--- src/rtl/mem_pkg.sv ---
// Shared types and constants for the two-requester bank scheduler.
package mem_pkg;
    typedef enum logic {INIT, RUN} state_e;
    localparam int CNT_W = 16;
endpackage

--- src/rtl/mem_rsp_slot.sv ---
// One-entry read-response register: holds rdata until the requester takes it.
module mem_rsp_slot #(
    parameter int REG_WIDTH = 64
) (
    input  logic                 clk,
    input  logic                 rst_n,
    input  logic                 load,
    input  logic [REG_WIDTH-1:0] load_data,
    input  logic                 rsp_ready,
    output logic                 rsp_valid,
    output logic [REG_WIDTH-1:0] rsp_rdata
);
    // load is only raised when the slot is empty or draining this cycle
    always_ff @(posedge clk or negedge rst_n) begin
        if (!rst_n) begin
            rsp_valid <= 1'b0;
            rsp_rdata <= '0;
        end else if (load) begin
            rsp_valid <= 1'b1;
            rsp_rdata <= load_data;
        end else if (rsp_ready) begin
            rsp_valid <= 1'b0;
        end
    end
endmodule

--- src/rtl/mem_bank_sched.sv ---
// Schedules two requesters onto a 2RW bank: zero-fill on reset, then
// round-robin arbitration on same-address conflicts involving a write.
module mem_bank_sched
    import mem_pkg::*;
#(
    parameter int REG_DEPTH = 4,
    parameter int REG_WIDTH = 64,
    localparam int AW = $clog2(REG_DEPTH)
) (
    input  logic                 clk,
    input  logic                 rst_n,
    input  logic                 a_req_valid,
    output logic                 a_req_ready,
    input  logic                 a_req_write,
    input  logic [AW-1:0]        a_req_addr,
    input  logic [REG_WIDTH-1:0] a_req_wdata,
    output logic                 a_rsp_valid,
    input  logic                 a_rsp_ready,
    output logic [REG_WIDTH-1:0] a_rsp_rdata,
    input  logic                 b_req_valid,
    output logic                 b_req_ready,
    input  logic                 b_req_write,
    input  logic [AW-1:0]        b_req_addr,
    input  logic [REG_WIDTH-1:0] b_req_wdata,
    output logic                 b_rsp_valid,
    input  logic                 b_rsp_ready,
    output logic [REG_WIDTH-1:0] b_rsp_rdata,
    output logic                 RW0_clk,
    output logic                 RW0_wmode,
    output logic [AW-1:0]        RW0_addr,
    output logic [REG_WIDTH-1:0] RW0_wdata,
    input  logic [REG_WIDTH-1:0] RW0_rdata,
    output logic                 RW1_clk,
    output logic                 RW1_wmode,
    output logic [AW-1:0]        RW1_addr,
    output logic [REG_WIDTH-1:0] RW1_wdata,
    input  logic [REG_WIDTH-1:0] RW1_rdata,
    output logic                 init_done,
    output logic [CNT_W-1:0]     conflict_cnt
);
    state_e               state_q, state_d;
    logic [AW-1:0]        ptr_q;
    logic                 init_done_q;
    logic                 rr_q;            // 0: a wins next conflict, 1: b
    logic [CNT_W-1:0]     cnt_q;
    logic [AW-1:0]        addr0_q, addr1_q;
    logic [REG_WIDTH-1:0] wdata0_q, wdata1_q;
    logic                 a_elig, b_elig, hit, conflict;
    logic                 a_acc, b_acc, rw0_act, rw1_act;
    logic                 init_last;

    assign RW0_clk      = clk;
    assign RW1_clk      = clk;
    assign init_done    = init_done_q;
    assign conflict_cnt = cnt_q;
    assign init_last    = (state_q == INIT) && (ptr_q == AW'(REG_DEPTH - 1));

    always_comb begin
        state_d   = state_q;
        a_elig    = (state_q == RUN) && (!a_rsp_valid || a_rsp_ready);
        b_elig    = (state_q == RUN) && (!b_rsp_valid || b_rsp_ready);
        hit       = (a_req_addr == b_req_addr) && (a_req_write || b_req_write);
        // ready looks only at the other side's valid, never its own
        a_req_ready = a_elig && !(b_req_valid && b_elig && hit && rr_q);
        b_req_ready = b_elig && !(a_req_valid && a_elig && hit && !rr_q);
        a_acc     = a_req_valid && a_req_ready;
        b_acc     = b_req_valid && b_req_ready;
        conflict  = a_req_valid && b_req_valid && a_elig && b_elig && hit;
        rw0_act   = 1'b0;
        rw1_act   = b_acc;
        RW0_wmode = 1'b0;
        RW0_addr  = addr0_q;
        RW0_wdata = wdata0_q;
        RW1_wmode = b_acc && b_req_write;
        RW1_addr  = b_acc ? b_req_addr : addr1_q;
        RW1_wdata = b_acc ? b_req_wdata : wdata1_q;
        if (state_q == INIT) begin
            rw0_act   = 1'b1;
            RW0_wmode = rst_n;
            RW0_addr  = ptr_q;
            RW0_wdata = '0;
            if (init_last) state_d = RUN;
        end else if (a_acc) begin
            rw0_act   = 1'b1;
            RW0_wmode = a_req_write;
            RW0_addr  = a_req_addr;
            RW0_wdata = a_req_wdata;
        end
    end

    always_ff @(posedge clk or negedge rst_n) begin
        if (!rst_n) begin
            state_q     <= INIT;
            ptr_q       <= '0;
            init_done_q <= 1'b0;
            rr_q        <= 1'b0;
            cnt_q       <= '0;
            addr0_q     <= '0;
            addr1_q     <= '0;
            wdata0_q    <= '0;
            wdata1_q    <= '0;
        end else begin
            state_q <= state_d;
            if (state_q == INIT) ptr_q <= ptr_q + 1'b1;
            if (init_last) init_done_q <= 1'b1;
            if (conflict) begin
                rr_q <= ~rr_q;
                if (cnt_q != '1) cnt_q <= cnt_q + 1'b1;
            end
            if (rw0_act) begin
                addr0_q  <= RW0_addr;
                wdata0_q <= RW0_wdata;
            end
            if (rw1_act) begin
                addr1_q  <= RW1_addr;
                wdata1_q <= RW1_wdata;
            end
        end
    end

    mem_rsp_slot #(.REG_WIDTH(REG_WIDTH)) u_slot_a (
        .clk(clk), .rst_n(rst_n), .load(a_acc && !a_req_write), .load_data(RW0_rdata),
        .rsp_ready(a_rsp_ready), .rsp_valid(a_rsp_valid), .rsp_rdata(a_rsp_rdata)
    );

    mem_rsp_slot #(.REG_WIDTH(REG_WIDTH)) u_slot_b (
        .clk(clk), .rst_n(rst_n), .load(b_acc && !b_req_write), .load_data(RW1_rdata),
        .rsp_ready(b_rsp_ready), .rsp_valid(b_rsp_valid), .rsp_rdata(b_rsp_rdata)
    );
endmodule

--- config.mk ---
export PLATFORM = sky130hd
export DESIGN_NAME = mem_bank_sched
export DESIGN_NICKNAME = d
export VERILOG_FILES = /design/src/rtl/mem_pkg.sv /design/src/rtl/mem_rsp_slot.sv /design/src/rtl/mem_bank_sched.sv
export SDC_FILE = /design/constraint.sdc
export NUM_CORES = 1
export LEC_CHECK = 0
export BUFFER_PORTS_ARGS = -buffer_cell sky130_fd_sc_hd__buf_2
export CORE_AREA = 8 8 210 212
export CTS_CLUSTER_SIZE = 10
export DETAILED_ROUTE_END_ITERATION = 12
export DIE_AREA = 0 0 218 220
export PLACE_DENSITY_LB_ADDON = 0.15
export SLEW_MARGIN = 15
export SYNTH_ARGS = -nofsm -noshare
export SYNTH_HDL_FRONTEND = slang
export SYNTH_SLANG_ARGS = --single-unit
export TNS_END_PERCENT = 10
--- constraint.sdc ---
create_clock -name clk -period 3.4 [get_ports clk]
set_input_delay 0 -clock clk [delete_from_list [all_inputs] [get_ports clk]]
set_output_delay 0 -clock clk [all_outputs]
set_load 0.05 [all_outputs]
==> summary.txt <==
Floorplanning
  • Die footprint: 48,000 sq um
  • Core Box Area: approximately 40,000 sq um
  • IO Pins: about 550
  • Starting Density: 29.7%
  • Die extent in x: 218 um
  • # rows: 74
  • Die Height: 220 um

Power
  • Clk network pwr share: about 31%
  • Total power: 12,700 uW
  • Reg power frac: 33.4%
  • Leak: 0.00924 uW
  • Sw frac: 39.3%
  • Sw power: 4970 uW
  • PD cells: 652 nW/um^2
  • Comb power frac: roughly 36%
  • Worst VDD drop: 695 uV
  • Internal Power: 7690 uW

Global route
  • GR Overflow Total: 0
  • Vias in the first global route: 11,505
  • Initial antenna violation count: 0
  • First-pass GRT wire length: 67.3 mm
  • Overall global routing resource usage: between 10% and 20%
  • Largest net degree at the start of global routing: 134

STA
  • F_max: 321 MHz
  • Fin crit period: between 3 and 4 ns
  • Hold Vio Cnt, Final: 0
  • Slew headroom: a little over two fifths
  • RSZ-0062 raised after global routing: no
  • Setup TNS: 0 ns
  • Slew Viols, Final: 0
  • Final setup fails: 0
  • Final Cycle Share: 91.7%
  • Worst-margin pin slew: 0.854 ns
  • Clock Skews: 0.0184 ns

Cells and area
  • Fin nets: 2,050
  • Fillcell total: about 3,700
  • Register area: 7080 sq um
  • Layout cell share with drive strength beyond 1: 45.4%
  • Multi-input logic area: between 4000 and 5000 sq um
  • Antenna diodes: 0
  • Area growth from synthesis to layout: 61.0%

Clock tree
  • CTS tree: done
  • Post-CTS Setup Repair Bufs: 0
  • Reg clk slew, reported paths: 0.06 ns
  • Clock Latency Late Sink: 0.64 ns

Status
  • Status: finished, final reports clean

Synthesis
  • Cell Area, Synth: 12,100 sq um
  • Synth Instances: ~950
  • Sequential share of the synthesized area: approximately three fifths
  • EDFF count, synth: 0
  • Asr flop ratio synth: 100%
  • Main synth FF type: dfrtp_1
  • Post-synth top area share: roughly three fifths
  • Mapped Nets: 1,223
  • Synth warn: 0
  • Yosys cell types: 38
  • Synth Area per Inst: 12.6 sq um
  • Leading area contributor after synthesis: dfrtp_1
  • Register bit total from synthesis: 283
  • Top cells by area, synth: dfrtp_1, mux2_2, mux2_1, a21oi_1, nand2_1

Worst setup path
  • Crit path kind: reg2out
  • Crit-path max FO: 133
  • Worst setup EP type: output pin
  • Startpoint Class: flop
  • CP Data Arrival Time: 3.12 ns
  • CP required: 3.40 ns
  • Worst reg2reg setup slack: between 0.7 and 0.8 ns

Route
  • Routed wire length: 44.1 mm
  • DRC: 0
  • Via density: about 4.5
  • WL per Instance: 18.9 um
  • Initial DRT Pass Iterations: 4
  • ANT nets after route: 0
  • Via count: 10,519
  • Initial DRC count: 486

Job
  • Max cap viols: 0

Placed design
  • GPL Wtd Cong: between 0.7 and 0.8
  • Final HPWL DP: 31.4 mm
  • Port Buffers: ~550

Min path
  • Hold Path Class: in2reg
==> metrics by stage <==
stage | std cells | worst slack (ns) | util (%) | hold WS (ns) | cell area (sq um)
6_report | 2330 | 0.282 | 47.9 | 0.0500 | 19400
3_3_place_gp | 1993 | 0.862 | 38.0 | 0.0522 | 15400
4_1_cts | 2330 | 0.0951 | 47.8 | 0.0480 | 19400
5_1_grt | 2330 | 0.0313 | 47.9 | 0.0649 | 19400
2_1_floorplan | 953 | 0.647 | - | -0.296 | 12100
3_5_place_dp | 1993 | 0.808 | 38.0 | 0.0523 | 15400
==> synth_stat cells, types with 2 or more instances <==
cell,count
nand2b_1,3
nor2_2,2
nor4b_1,2
nand3_1,8
and3_1,5
clkbuf_1,25
nand2_1,136
buf_2,24
nor3_1,6
mux2_1,77
a21oi_1,135
dfrtp_1,283
nor2_1,5
buf_1,3
mux2_2,188
nand4_1,6
buf_4,8
a31oi_1,2
xor2_1,7
o21ai_0,2
ha_1,2
xnor2_1,8
==> worst paths after layout <==
kind                                  startpoint                            endpoint  depth (start not counted)
setup / recovery               state_q$_DFF_PN0_                       RW1_wdata[53]                          5
setup reg to reg               state_q$_DFF_PN0_  u_slot_a.rsp_rdata[39]$_DFFE_PN0P_                          5
hold reg to reg            init_done$_DFFE_PN0P_               init_done$_DFFE_PN0P_                          1
min in group asynchronous                  rst_n            wdata1_q[34]$_DFFE_PN0P_                          3
max in group asynchronous                  rst_n  u_slot_b.rsp_rdata[11]$_DFFE_PN0P_                          3
hold / removal                       a_req_valid            wdata0_q[26]$_DFFE_PN0P_                          5
==> flip-flops by register name, indices dropped and copies added, names as in the netlist <==
name / flops
u_slot_b.rsp_valid: 1
init_done: 1
u_slot_a.rsp_valid: 1
state_q: 1
addr1_q: 2
wdata1_q: 64
addr0_q: 2
wdata0_q: 64
rr_q: 1
conflict_cnt: 16
u_slot_a.rsp_rdata: 64
ptr_q: 2
u_slot_b.rsp_rdata: 64
==> routing by layer <==
metal,share of wire (%),vias to the layer above,global-route usage (%)
met5,0,-,0
met2,49,371,30.4
li1,-,4999,-
met1,40,5084,20.7
met4,2.4,0,6.25
met3,7.9,65,5.96
==> cell type report <==
| class | instances | area share, % |
|---|---|---|
| sequential | 283 | 36.5 |
| tap | 532 | 3.43 |
| clock buffer | 58 | 5.88 |
| inverter | 2 | 0.0451 |
| multi-input combinational | 608 | 24.3 |
| timing repair buffer | 843 | 29.6 |
| clock inverter | 4 | 0.271 |
==> layout by cell type, fill, tap and decap left out, types with 3 or more instances in the layout <==
cell type / instances
nand2_1: 136
nand4_1: 6
nand2b_1: 3
and3_1: 5
dfrtp_1: 283
xor2_1: 7
buf_2: 551
nor3_1: 6
buf_4: 9
clkbuf_8: 5
clkbuf_1: 10
a21oi_1: 135
clkbuf_16: 41
nor2_1: 5
dlygate4sd3_1: 276
nand3_1: 7
mux2_1: 77
buf_12: 6
mux2_2: 188
xnor2_1: 8
==> cells by family after synthesis <==
kind of cell | Yosys count | share of synthesized area [%]
multiplexers | 265 | 24.8
AND/OR/NAND/NOR | 179 | 6.28
AO/OA/AOI/OAI | 147 | 6.49
flip-flops | 283 | 58.8
XOR/XNOR | 15 | 1.09
adder cells (fa/ha/maj) | 2 | 0.208
buffers and inverters | 62 | 2.43
==> power by group through the flow <==
stage	clock network [uW]	registers, uW	logic [uW]
final	3920	4240	4500
after CTS	4080	4230	4550
after global routing	4210	4310	4740
after detailed placement	112	4280	4250
after global placement	112	4260	4240
after floorplan	127	5430	1890
==> worst max-delay path: stages, from the launching register on <==
cell     delay [ns]
dfrtp_1        0.56
nand3_2        0.27
o31ai_4        0.37
buf_12         0.54
mux2_1         0.41
buf_2          0.23
==> repair_timing <==
item,4_1_cts,5_1_grt
resized for setup,0,2
endpoints found under the hold margin,504,0
hold buffers,277,0
setup endpoints to repair,0,29
(Power assumes the default switching activity.)
